`src/rtl/axi4_lite_pkg.sv`:
```
// Shared AXI4-Lite definitions for the write master, the write slave and
// the read slave.
//   RESP_*      : B/R channel response codes
//   wr_state_t  : write-slave channel FSM encoding (2 bits)
package axi4_lite_pkg;

  localparam logic [1:0] RESP_OKAY   = 2'b00;
  localparam logic [1:0] RESP_EXOKAY = 2'b01;
  localparam logic [1:0] RESP_SLVERR = 2'b10;
  localparam logic [1:0] RESP_DECERR = 2'b11;

  typedef enum logic [1:0] {
    IDLE      = 2'd0,
    HAVE_ADDR = 2'd1,
    HAVE_DATA = 2'd2,
    RESP      = 2'd3
  } wr_state_t;

endpackage

```
`src/rtl/axi4_lite_write_slave_if.sv`:
```
// AXI4-Lite write channels (AW, W, B) between a write master and slave.
// Handshake: a channel transfers on a rising clk edge where VALID && READY.
// The source holds VALID and its payload stable until that transfer; the
// sink may raise or lower READY freely and never waits on VALID to do so.
//   master modport: drives AW_*, W_*, B_READY
//   slave modport : drives AW_READY, W_READY, B_RESP, B_VALID
interface axi4_lite_write_slave_if #(
  parameter int ADDR_WIDTH = 32,
  parameter int DATA_WIDTH = 32
);

  logic [ADDR_WIDTH-1:0]   AW_ADDR;
  logic                    AW_VALID;
  logic                    AW_READY;
  logic [DATA_WIDTH-1:0]   W_DATA;
  logic [DATA_WIDTH/8-1:0] WSTRB;
  logic                    W_VALID;
  logic                    W_READY;
  logic [1:0]              B_RESP;
  logic                    B_VALID;
  logic                    B_READY;

  modport master (
    output AW_ADDR, AW_VALID, W_DATA, WSTRB, W_VALID, B_READY,
    input  AW_READY, W_READY, B_RESP, B_VALID
  );

  modport slave (
    input  AW_ADDR, AW_VALID, W_DATA, WSTRB, W_VALID, B_READY,
    output AW_READY, W_READY, B_RESP, B_VALID
  );

endinterface

```
`src/rtl/axi4_lite_regfile.sv`:
```
// Byte-enabled register bank with synchronous active-high reset to zero.
//   clk, reset : clock / synchronous reset
//   we         : write enable for one register this cycle
//   index      : register selected for writing
//   wdata      : write data
//   wstrb      : byte k of the register is written iff wstrb[k]
//   reg_out    : all registers flattened; reg i at [i*DATA_WIDTH +: DATA_WIDTH]
module axi4_lite_regfile #(
  parameter int DATA_WIDTH = 32,
  parameter int NUM_REGS   = 8
) (
  input  logic                           clk,
  input  logic                           reset,
  input  logic                           we,
  input  logic [$clog2(NUM_REGS)-1:0]    index,
  input  logic [DATA_WIDTH-1:0]          wdata,
  input  logic [DATA_WIDTH/8-1:0]        wstrb,
  output logic [NUM_REGS*DATA_WIDTH-1:0] reg_out
);

  logic [DATA_WIDTH-1:0] regs [NUM_REGS];

  always_ff @(posedge clk) begin
    if (reset) begin
      for (int i = 0; i < NUM_REGS; i++) regs[i] <= '0;
    end else if (we) begin
      for (int k = 0; k < DATA_WIDTH/8; k++) begin
        if (wstrb[k]) regs[index][k*8 +: 8] <= wdata[k*8 +: 8];
      end
    end
  end

  for (genvar g = 0; g < NUM_REGS; g++) begin : g_flat
    assign reg_out[g*DATA_WIDTH +: DATA_WIDTH] = regs[g];
  end

endmodule

```
`src/rtl/axi4_lite_write_slave.sv`:
```
// AXI4-Lite write responder. Accepts AW and W independently in either
// order, decodes the address into a bank of NUM_REGS registers and returns
// one B response per transaction. One transaction outstanding at a time.
//   clk, reset : clock / synchronous active-high reset
//   bus        : AW/W/B channels (slave side)
//   reg_out    : register contents, reg i at [i*DATA_WIDTH +: DATA_WIDTH]
//   wr_pulse   : one-cycle strobe with the first B_VALID cycle of an
//                in-range write
//   wr_index   : register index written, valid with wr_pulse
//   state_dbg  : current channel FSM state
module axi4_lite_write_slave
  import axi4_lite_pkg::*;
#(
  parameter int                    ADDR_WIDTH = 32,
  parameter int                    DATA_WIDTH = 32,
  parameter int                    NUM_REGS   = 8,
  parameter logic [ADDR_WIDTH-1:0] BASE_ADDR  = '0
) (
  input  logic                           clk,
  input  logic                           reset,
  axi4_lite_write_slave_if.slave         bus,
  output logic [NUM_REGS*DATA_WIDTH-1:0] reg_out,
  output logic                           wr_pulse,
  output logic [$clog2(NUM_REGS)-1:0]    wr_index,
  output wr_state_t                      state_dbg
);

  localparam int IDX_W = $clog2(NUM_REGS);
  localparam int LSB   = $clog2(DATA_WIDTH/8);
  localparam logic [ADDR_WIDTH-1:0] SPAN = ADDR_WIDTH'(NUM_REGS*(DATA_WIDTH/8));

  wr_state_t state_q, state_d;

  logic [ADDR_WIDTH-1:0]   addr_q;
  logic [DATA_WIDTH-1:0]   data_q;
  logic [DATA_WIDTH/8-1:0] strb_q;
  logic [1:0]              b_resp_q;

  logic aw_hs, w_hs, complete;
  logic [ADDR_WIDTH-1:0]   eff_addr, offset;
  logic [DATA_WIDTH-1:0]   eff_data;
  logic [DATA_WIDTH/8-1:0] eff_strb;
  logic                    in_range;
  logic [IDX_W-1:0]        index;

  assign aw_hs = bus.AW_VALID && bus.AW_READY;
  assign w_hs  = bus.W_VALID  && bus.W_READY;

  // Completion is the edge on which the second of the two channels arrives.
  assign complete = ((state_q == IDLE)      && aw_hs && w_hs) ||
                    ((state_q == HAVE_ADDR) && w_hs)          ||
                    ((state_q == HAVE_DATA) && aw_hs);

  // Whichever channel arrived earlier comes from its holding register,
  // the one completing the transaction comes straight from the bus.
  assign eff_addr = (state_q == HAVE_ADDR) ? addr_q : bus.AW_ADDR;
  assign eff_data = (state_q == HAVE_DATA) ? data_q : bus.W_DATA;
  assign eff_strb = (state_q == HAVE_DATA) ? strb_q : bus.WSTRB;

  // Low offset bits are dropped, so unaligned addresses hit the whole word.
  assign offset   = eff_addr - BASE_ADDR;
  assign in_range = (eff_addr >= BASE_ADDR) && (offset < SPAN);
  assign index    = offset[LSB +: IDX_W];

  // State register
  always_ff @(posedge clk) begin
    if (reset) state_q <= IDLE;
    else       state_q <= state_d;
  end

  // Next-state logic
  always_comb begin
    state_d = state_q;
    unique case (state_q)
      IDLE: begin
        if (aw_hs && w_hs) state_d = RESP;
        else if (aw_hs)    state_d = HAVE_ADDR;
        else if (w_hs)     state_d = HAVE_DATA;
      end
      HAVE_ADDR: if (w_hs)        state_d = RESP;
      HAVE_DATA: if (aw_hs)       state_d = RESP;
      RESP:      if (bus.B_READY) state_d = IDLE;
      default:                    state_d = IDLE;
    endcase
  end

  // Outputs decoded from registered state only
  always_comb begin
    bus.AW_READY = 1'b0;
    bus.W_READY  = 1'b0;
    bus.B_VALID  = 1'b0;
    unique case (state_q)
      IDLE:      begin bus.AW_READY = 1'b1; bus.W_READY = 1'b1; end
      HAVE_ADDR: bus.W_READY  = 1'b1;
      HAVE_DATA: bus.AW_READY = 1'b1;
      RESP:      bus.B_VALID  = 1'b1;
      default:   ;
    endcase
  end

  assign bus.B_RESP = b_resp_q;
  assign state_dbg  = state_q;

  // Holding registers, response and write strobe
  always_ff @(posedge clk) begin
    if (reset) begin
      addr_q   <= '0;
      data_q   <= '0;
      strb_q   <= '0;
      b_resp_q <= RESP_OKAY;
      wr_pulse <= 1'b0;
      wr_index <= '0;
    end else begin
      if (aw_hs) addr_q <= bus.AW_ADDR;
      if (w_hs) begin
        data_q <= bus.W_DATA;
        strb_q <= bus.WSTRB;
      end
      wr_pulse <= complete && in_range;
      if (complete) begin
        b_resp_q <= in_range ? RESP_OKAY : RESP_SLVERR;
        if (in_range) wr_index <= index;
      end
    end
  end

  axi4_lite_regfile #(
    .DATA_WIDTH (DATA_WIDTH),
    .NUM_REGS   (NUM_REGS)
  ) u_regfile (
    .clk     (clk),
    .reset   (reset),
    .we      (complete && in_range),
    .index   (index),
    .wdata   (eff_data),
    .wstrb   (eff_strb),
    .reg_out (reg_out)
  );

endmodule

```
`src/flat_wrapper.sv`:
```
// flat-port wrapper written by rule: the top's interface ports become plain ports
module axi4_lite_write_slave_flat import axi4_lite_pkg::*;
#(
  parameter int                    ADDR_WIDTH = 32,
  parameter int                    DATA_WIDTH = 32,
  parameter int                    NUM_REGS   = 8,
  parameter logic [ADDR_WIDTH-1:0] BASE_ADDR  = '0
)
  (clk, reset, reg_out, wr_pulse, wr_index, state_dbg, bus_AW_ADDR, bus_AW_VALID, bus_W_DATA, bus_WSTRB, bus_W_VALID, bus_B_READY, bus_AW_READY, bus_W_READY, bus_B_RESP, bus_B_VALID);
  axi4_lite_write_slave_if #(.ADDR_WIDTH(ADDR_WIDTH), .DATA_WIDTH(DATA_WIDTH)) bus_i ();
  input  logic clk;
  input  logic reset;
  output logic [NUM_REGS*DATA_WIDTH-1:0] reg_out;
  output logic wr_pulse;
  output logic [$clog2(NUM_REGS)-1:0] wr_index;
  output wr_state_t state_dbg;
  input wire logic [$bits(bus_i.AW_ADDR)-1:0] bus_AW_ADDR;
  input wire logic [$bits(bus_i.AW_VALID)-1:0] bus_AW_VALID;
  input wire logic [$bits(bus_i.W_DATA)-1:0] bus_W_DATA;
  input wire logic [$bits(bus_i.WSTRB)-1:0] bus_WSTRB;
  input wire logic [$bits(bus_i.W_VALID)-1:0] bus_W_VALID;
  input wire logic [$bits(bus_i.B_READY)-1:0] bus_B_READY;
  output wire logic [$bits(bus_i.AW_READY)-1:0] bus_AW_READY;
  output wire logic [$bits(bus_i.W_READY)-1:0] bus_W_READY;
  output wire logic [$bits(bus_i.B_RESP)-1:0] bus_B_RESP;
  output wire logic [$bits(bus_i.B_VALID)-1:0] bus_B_VALID;
  assign bus_i.AW_ADDR = bus_AW_ADDR;
  assign bus_i.AW_VALID = bus_AW_VALID;
  assign bus_i.W_DATA = bus_W_DATA;
  assign bus_i.WSTRB = bus_WSTRB;
  assign bus_i.W_VALID = bus_W_VALID;
  assign bus_i.B_READY = bus_B_READY;
  assign bus_AW_READY = bus_i.AW_READY;
  assign bus_W_READY = bus_i.W_READY;
  assign bus_B_RESP = bus_i.B_RESP;
  assign bus_B_VALID = bus_i.B_VALID;
  axi4_lite_write_slave #(.ADDR_WIDTH(ADDR_WIDTH), .DATA_WIDTH(DATA_WIDTH), .NUM_REGS(NUM_REGS), .BASE_ADDR(BASE_ADDR)) u_core (.clk(clk), .reset(reset), .bus(bus_i), .reg_out(reg_out), .wr_pulse(wr_pulse), .wr_index(wr_index), .state_dbg(state_dbg));
endmodule
```
`config.mk`:
```
export PLATFORM = sky130hd
export DESIGN_NAME = axi4_lite_write_slave_flat
export DESIGN_NICKNAME = d
export VERILOG_FILES = /design/src/rtl/axi4_lite_pkg.sv /design/src/rtl/axi4_lite_write_slave_if.sv /design/src/rtl/axi4_lite_regfile.sv /design/src/rtl/axi4_lite_write_slave.sv /design/src/flat_wrapper.sv
export SDC_FILE = /design/constraint.sdc
export NUM_CORES = 1
export LEC_CHECK = 0
export CAP_MARGIN = 10
export CORE_UTILIZATION = 34
export DETAILED_ROUTE_END_ITERATION = 8
export HOLD_SLACK_MARGIN = 0.03
export MAX_ROUTING_LAYER = met4
export SLEW_MARGIN = 0
export SYNTH_ARGS = -nofsm -noshare
export SYNTH_HDL_FRONTEND = slang
export SYNTH_HIERARCHICAL = 1
export SYNTH_SLANG_ARGS = --single-unit
```
`constraint.sdc`:
```
create_clock -name clk -period 3.6 [get_ports clk]
set_clock_uncertainty 0.2 [all_clocks]
set_input_delay 0.72 -clock clk [delete_from_list [all_inputs] [get_ports clk]]
set_output_delay 0.72 -clock clk [all_outputs]
set_load 0.02 [all_outputs]
```
==> results of run 1 <==
[stage by stage]
| step | power (mW) | cell area, sq um | setup slack, ns |
|---|---|---|---|
| after floorplan | 6.00 | 13600 | 0.247 |
| after global placement | 6.89 | 17800 | -0.0370 |
| after detailed placement | 6.93 | 17800 | 0.00576 |
| after CTS | 10.6 | 19000 | 0.159 |
| after global routing | 11.0 | 19000 | 0.0881 |
| final | 10.5 | 19000 | 0.208 |
[critical path, stage by stage (launching register included)]
cell and delay, ns:
dfxtp_1 0.41, inv_1 0.09, ha_1 0.34, buf_4 0.22
or2_2 0.32, clkdlybuf4s50_1 0.56
[Yosys cell counts (all sizes together)]
cell / number / area share, %
edfxtp: 256 / 56
nor3: 227 / 12
nand2: 143 / 3.9
dfxtp: 73 / 11
a21oi: 70 / 2.6
buf: 54 / 2.6
nor4: 40 / 1.8
mux2: 39 / 3.2
clkbuf: 37 / 1.0
o21bai: 32 / 1.8
clkinv: 24 / 0.66
inv: 13 / 0.36
nand2b: 9 / 0.41
ha: 4 / 0.37
nand3b: 4 / 0.25
nand4: 4 / 0.23
nor2: 4 / 0.11
mux2i: 3 / 0.22
nand3: 3 / 0.11
a22oi: 2 / 0.11
and2: 2 / 0.092
nand4b: 2 / 0.17
nor4b: 2 / 0.13
or2: 2 / 0.092
or3b: 2 / 0.13
a211oi: 1 / 0.055
a21o: 1 / 0.055
a311oi: 1 / 0.064
and2b: 1 / 0.055
and4: 1 / 0.083
conb: 1 / 0.028
nand4bb: 1 / 0.083
o21a: 1 / 0.055
o21ai: 1 / 0.064
o221ai: 1 / 0.064
or3: 1 / 0.046
or4: 1 / 0.083
[path summary, 6_finish.rpt]
kind                                                             endpoint  slack [ns]  depth (start not counted)
worst max-delay path                                          bus_W_READY        0.21                          5
worst min-delay path                        u_core/data_q[9]$_SDFFE_PP0P_        0.25                          2
worst max register to register  u_core/u_regfile/regs[2][2]$_SDFFCE_PN0P_        0.35                          9
worst min register to register              u_core/data_q[9]$_SDFFE_PP0P_        0.25                          2
[registers in the layout (all words and copies together), names as in the netlist]
name,flops
u_core/state_dbg,2
u_core/wr_index,3
u_core/data_q,32
u_core/wr_pulse,1
u_core/u_regfile/regs,256
u_core/bus.B_RESP,1
u_core/strb_q,4
u_core/addr_q,30
[kinds of logic after synthesis]
logic type / count (synthesis) / synth area share, %
other: 1 / 0.0276
adders and majority gates: 4 / 0.368
and+or+nand+nor: 449 / 19.4
muxes: 42 / 3.45
buffers and inverters: 128 / 4.63
DFF: 329 / 67.2
AOI/OAI and AO/OA: 110 / 4.86
[final cells by class]
type                       count  area (sq um)
tap                          518           648
multi-input combinational    606          3850
fill                        3520         20100
sequential                   329          9150
clock inverter                22           186
timing repair buffer         414          3970
antenna                        4          10.0
inverter                      37           139
clock buffer                  48          1010
[cell usage in the layout, fill, tap and decap left out, types with 3 or more instances in the layout]
cell type	count
clkdlybuf4s50_1	335
edfxtp_1	256
nand2_1	143
nor3_1	139
nor3_2	88
buf_4	77
dfxtp_1	73
a21oi_1	70
nor4_1	40
mux2_2	39
clkbuf_16	38
o21bai_1	30
clkinv_1	29
inv_1	13
nand2b_1	9
clkbuf_1	8
clkinv_2	8
diode_2	4
inv_6	4
nor2_1	4
nand4_1	3
mux2i_1	3
ha_1	3
nand3b_1	3
[power by group through the flow]
stage                     logic (mW)  clock network [mW]  registers, mW
after floorplan                 1.34                   0           4.65
after detailed placement        2.39                   0           4.53
after CTS                       2.40                3.78           4.45
after global placement          2.36                   0           4.52
after global routing            2.55                3.93           4.48
final                           2.37                3.68           4.45
[layer usage]
layer / up-vias / GRT usage [%]
met3: 58 / 5.27
met1: 4750 / 24.5
met2: 314 / 30.9
met4: 0 / 6.79
met5: - / -
li1: 4622 / -
==> qor.csv, run 1 <==
stage,metric,value,unit
status,status,finished clean,
drt,first_iter_violations,507,
drt,drc,0,
clocking,cts_max_level,2,
floorplan,die_h,202,um
floorplan,core,0.0391,sq mm
run,maxCapViolCount,0,
global_routing,grt_usage,19.7,%
placed_design,place.gp.congestion,0.829,
pwr,p_seq_share,42.4,%
clocking,cts_max_path_buffers,3,
sta,period_needed,3.39,ns
global_routing,grt_pass1_vias,9923,
sta,setup_viol_count_final,0,
floorplan,dieArea,0.0408,sq mm
drt,post_drt_wl_per_cell,19.9,um
floorplan,pin_count,340,
pwr,swShare,30.9,%
critical_path,worst_setup_path_start_kind,register,
critical_path,cp-startpoint,u_core/state_dbg[1]$_SDFFE_PP0P_,
drt,antenna_left,0,
critical_path,worstSetupPathType,reg2out,
floorplan,initial_core_util,34.8,%
drt,routed.top_layer,met4,
pwr,clkPwrFrac,35.1,%
sta,worst_pin_slew,1.03,ns
floorplan,die_w,202,um
critical_path,endpoint_kind,output port,
drt,via_count,9744,
clocking,cts_tree,done,
synthesis,syn_area,0.0136,sq mm
sta,slew_headroom,31.6,%
pwr,ir_drop,0.431,mV
final_layout,final_cells,1978,
clocking,cts_resized,0,
drt,wl_met2,18.6,mm
synthesis,syn_nets,1140,
clocking,cts.reportedPaths.clkPinSlew,0.06,ns
sta,tns,0,ns
clocking,cts_sinks,329,
pwr,p_sw,3.24,mW
pwr,p_int,7.26,mW
final_layout,post-route-util,48.5,%
clocking,cts_hold_buf,0,
drt,dr.pass1.iters,5,
placed_design,dp_hpwl,27.2,mm
clocking,cts_buffers,38,
floorplan,num_rows,72,
critical_path,crit_required,2.68,ns
clocking,clock_latency,0.54,ns
synthesis,syn_area_per_cell,12.8,sq um
synthesis,seq_area_frac_synth,67.2,%
clocking,postCtsSetupBuffers,0,
synthesis,synth.distinct_cells,45,
final_layout,fin_nets,1503,
synthesis,syn_inst,1063,
final_layout,drive_gt1_share,19.2,%
sta,finalCritPeriodShare,94.2,%
synthesis,synth-seq-cells,329,
global_routing,antenna_found_initial,4,
drt,met3_length,3.02,mm
worst_hold_path,min_path_type,reg2reg,
sta,slew_violations,0,
drt,wl_met1,16.8,mm
sta,hold_slack,0.251,ns
critical_path,crit_path_max_fanout,9,
critical_path,critPathArrivalTime,2.47,ns
pwr,power_density,554,mW/mm^2
worst_hold_path,worstHoldStart,u_core/data_q[9]$_SDFFE_PP0P_,
synthesis,yosys_warnings,6,
sta,max_freq,0.295,GHz
global_routing,grt_max_degree,57,
placed_design,post-place-cells,1904,
global_routing,overflow,0,
sta,hold_violations,0,
critical_path,timing.rr.start,u_core/state_dbg[0]$_SDFFE_PP0P_,
pwr,power_frac_comb,22.5,%
pwr,leakage,6.32,nW
drt,drt-vias-per-instance,4.93,
sta,rsz0062_at_grt,false,
clocking,root_buffer,clkbuf_16,
drt,finalWirelength,39.3,mm
placed_design,port-buffer-count,336,
global_routing,grt_pass1_wl,59.4,mm
final_layout,syn_to_final_growth,39.3,%
Note: power is estimated with default switching activity, not from simulation.
==> run 2, diff against run 1 <==
--- a/config.mk
+++ b/config.mk
@@ -10,7 +10,6 @@
 export DETAILED_ROUTE_END_ITERATION = 8
 export HOLD_SLACK_MARGIN = 0.03
 export MAX_ROUTING_LAYER = met4
-export SLEW_MARGIN = 0
 export SYNTH_ARGS = -nofsm -noshare
 export SYNTH_HDL_FRONTEND = slang
 export SYNTH_HIERARCHICAL = 1
==> results of run 2 <==
Final layout, timing and power as in run 1 (identical DEF).
==> run 3, diff against run 2 <==
--- a/config.mk
+++ b/config.mk
@@ -6,10 +6,11 @@
 export NUM_CORES = 1
 export LEC_CHECK = 0
 export CAP_MARGIN = 10
-export CORE_UTILIZATION = 34
+export CORE_UTILIZATION = 49
 export DETAILED_ROUTE_END_ITERATION = 8
 export HOLD_SLACK_MARGIN = 0.03
 export MAX_ROUTING_LAYER = met4
+export PLACE_DENSITY = 0.8
 export SYNTH_ARGS = -nofsm -noshare
 export SYNTH_HDL_FRONTEND = slang
 export SYNTH_HIERARCHICAL = 1
==> run 3 against run 2 <==
Net effect:
- fmax up 2.6%
- via count rose by 1.8%
- critical path type is now reg2reg
- utilization up 20 points
- sequential share of layout area grew 0.77 points
- power down 2.2%
- worst hold slack improved by 0.0029 ns
==> qor.csv, run 3 (synthesis results as in run 1) <==
stage,metric,value,unit
status,status,finished clean,
drt,post_drt_wl_per_cell,20.4,um
run,maxCapViolCount,0,
final_layout,largest_reg_flops,256,
pwr,ir_drop,0.639,mV
sta,hold_violations,0,
floorplan,die_h,169,um
final_layout,post-route-util,68.9,%
sta,slew_violations,0,
worst_hold_path,worstHoldStart,u_core/data_q[25]$_SDFFE_PP0P_,
clocking,cts_max_level,2,
floorplan,pin_count,340,
sta,period_needed,3.31,ns
global_routing,overflow,0,
clocking,root_buffer,clkbuf_16,
drt,via_count,9918,
critical_path,endpoint_kind,register,
drt,drc,0,
global_routing,grt_pass1_wl,56.4,mm
drt,antenna_left,0,
critical_path,worst_setup_path_start_kind,register,
clocking,cts.reportedPaths.clkPinSlew,0.06,ns
clocking,cts_hold_buf,0,
drt,drt-vias-per-instance,5.45,
final_layout,mostFrequentLayoutCell,clkdlybuf4s50_1,
final_layout,top_regs,"u_core/u_regfile/regs: 256 flops, u_core/data_q: 32 flops, u_core/addr_q: 30 flops",
clocking,cts_buffers,35,
sta,slew_headroom,33.2,%
placed_design,dp_hpwl,25.6,mm
sta,setup_viol_count_final,0,
final_layout,layout_common_cells,"clkdlybuf4s50_1 (335), edfxtp_1 (256), nand2_1 (143), nor3_1 (139), nor3_2 (88)",
placed_design,place.gp.congestion,0.828,
final_layout,syn_to_final_growth,37.1,%
final_layout,fin_nets,1494,
sta,hold_slack,0.254,ns
clocking,cts_max_path_buffers,3,
floorplan,dieArea,0.0284,sq mm
placed_design,port-buffer-count,336,
final_layout,fill_cells,1909,
floorplan,initial_core_util,50.2,%
sta,finalCritPeriodShare,91.9,%
drt,finalWirelength,37.1,mm
global_routing,antenna_found_initial,5,
final_layout,drive_gt1_share,18.4,%
critical_path,crit_path_max_fanout,13,
sta,worst_pin_slew,1.00,ns
sta,tns,0,ns
drt,dr.pass1.iters,6,
final_layout,top_register,u_core/u_regfile/regs,
clocking,cts_resized,0,
critical_path,worstSetupPathType,reg2reg,
pwr,power_density,550,mW/mm^2
drt,first_iter_violations,759,
critical_path,crit_required,3.55,ns
sta,max_freq,0.302,GHz
pwr,leakage,6.25,nW
worst_hold_path,min_path_type,reg2reg,
sta,rsz0062_at_grt,false,
clocking,clock_latency,0.50,ns
global_routing,grt_pass1_vias,9982,
global_routing,grt_max_degree,75,
critical_path,critPathArrivalTime,3.26,ns
global_routing,grt_usage,26.9,%
critical_path,cp-startpoint,u_core/state_dbg[1]$_SDFFE_PP0P_,
critical_path,timing.rr.start,u_core/state_dbg[1]$_SDFFE_PP0P_,
clocking,cts_sinks,329,
clocking,postCtsSetupBuffers,0,
clocking,cts_tree,done,
floorplan,num_rows,60,
floorplan,core,0.0271,sq mm
floorplan,die_w,169,um
run 3: worst max-delay path: stages (launching register included):
cell and delay [ns]:
dfxtp_1 0.42, inv_1 0.10, ha_1 0.38, nor4_1 0.39, nand4_1 0.15, nand2_1 0.14, and4_4 0.35, nand3_1 0.33
o21bai_2 0.48
run 3: path summary, 6_finish.rpt:
check	to	slack, ns	cells past startpoint
setup reg to reg	u_core/u_regfile/regs[6][1]$_SDFFCE_PN0P_	0.29	8
hold reg to reg	u_core/data_q[25]$_SDFFE_PP0P_	0.25	2
setup / recovery	u_core/u_regfile/regs[6][1]$_SDFFCE_PN0P_	0.29	8
hold / removal	u_core/data_q[25]$_SDFFE_PP0P_	0.25	2
run 3: final cells by class:
class / count / area, sq um / share of cell area [%]
Tap cell: 372 / 465 / 2.49
Inverter: 37 / 139 / 0.744
Antenna cell: 5 / 12.5 / 0.0670
Multi-Input combinational cell: 606 / 3850 / 20.6
Clock inverter: 18 / 144 / 0.771
Sequential cell: 329 / 9150 / 49.0
Clock buffer: 45 / 966 / 5.18
Timing Repair Buffer: 408 / 3940 / 21.1
run 3: power by group:
part / leakage, nW / total, mW / switching (mW) / internal [mW]
Clock: 0.538 / 3.48 / 1.43 / 2.04
Sequential: 3.24 / 4.46 / 0.124 / 4.33
Combinational: 2.47 / 2.34 / 1.55 / 0.780
Total: 6.25 / 10.3 / 3.11 / 7.16
run 3: metal layers:
metal,vias up,GRT usage (%),share of wire (%)
li1,4608,-,-
met1,4765,32.6,39
met2,487,44.5,49
met3,58,7.29,9.7
met4,0,6.92,1.9
met5,-,-,0
run 3: metrics by stage:
step	area, sq um	setup WS, ns	cells	total power, mW
after floorplan	13600	0.247	1063	6.00
after global placement	17500	0.0523	1752	6.80
after detailed placement	17500	-0.0228	1752	6.85
after CTS	18700	0.298	1815	10.3
after global routing	18700	0.0775	1820	10.7
final	18700	0.293	1820	10.3
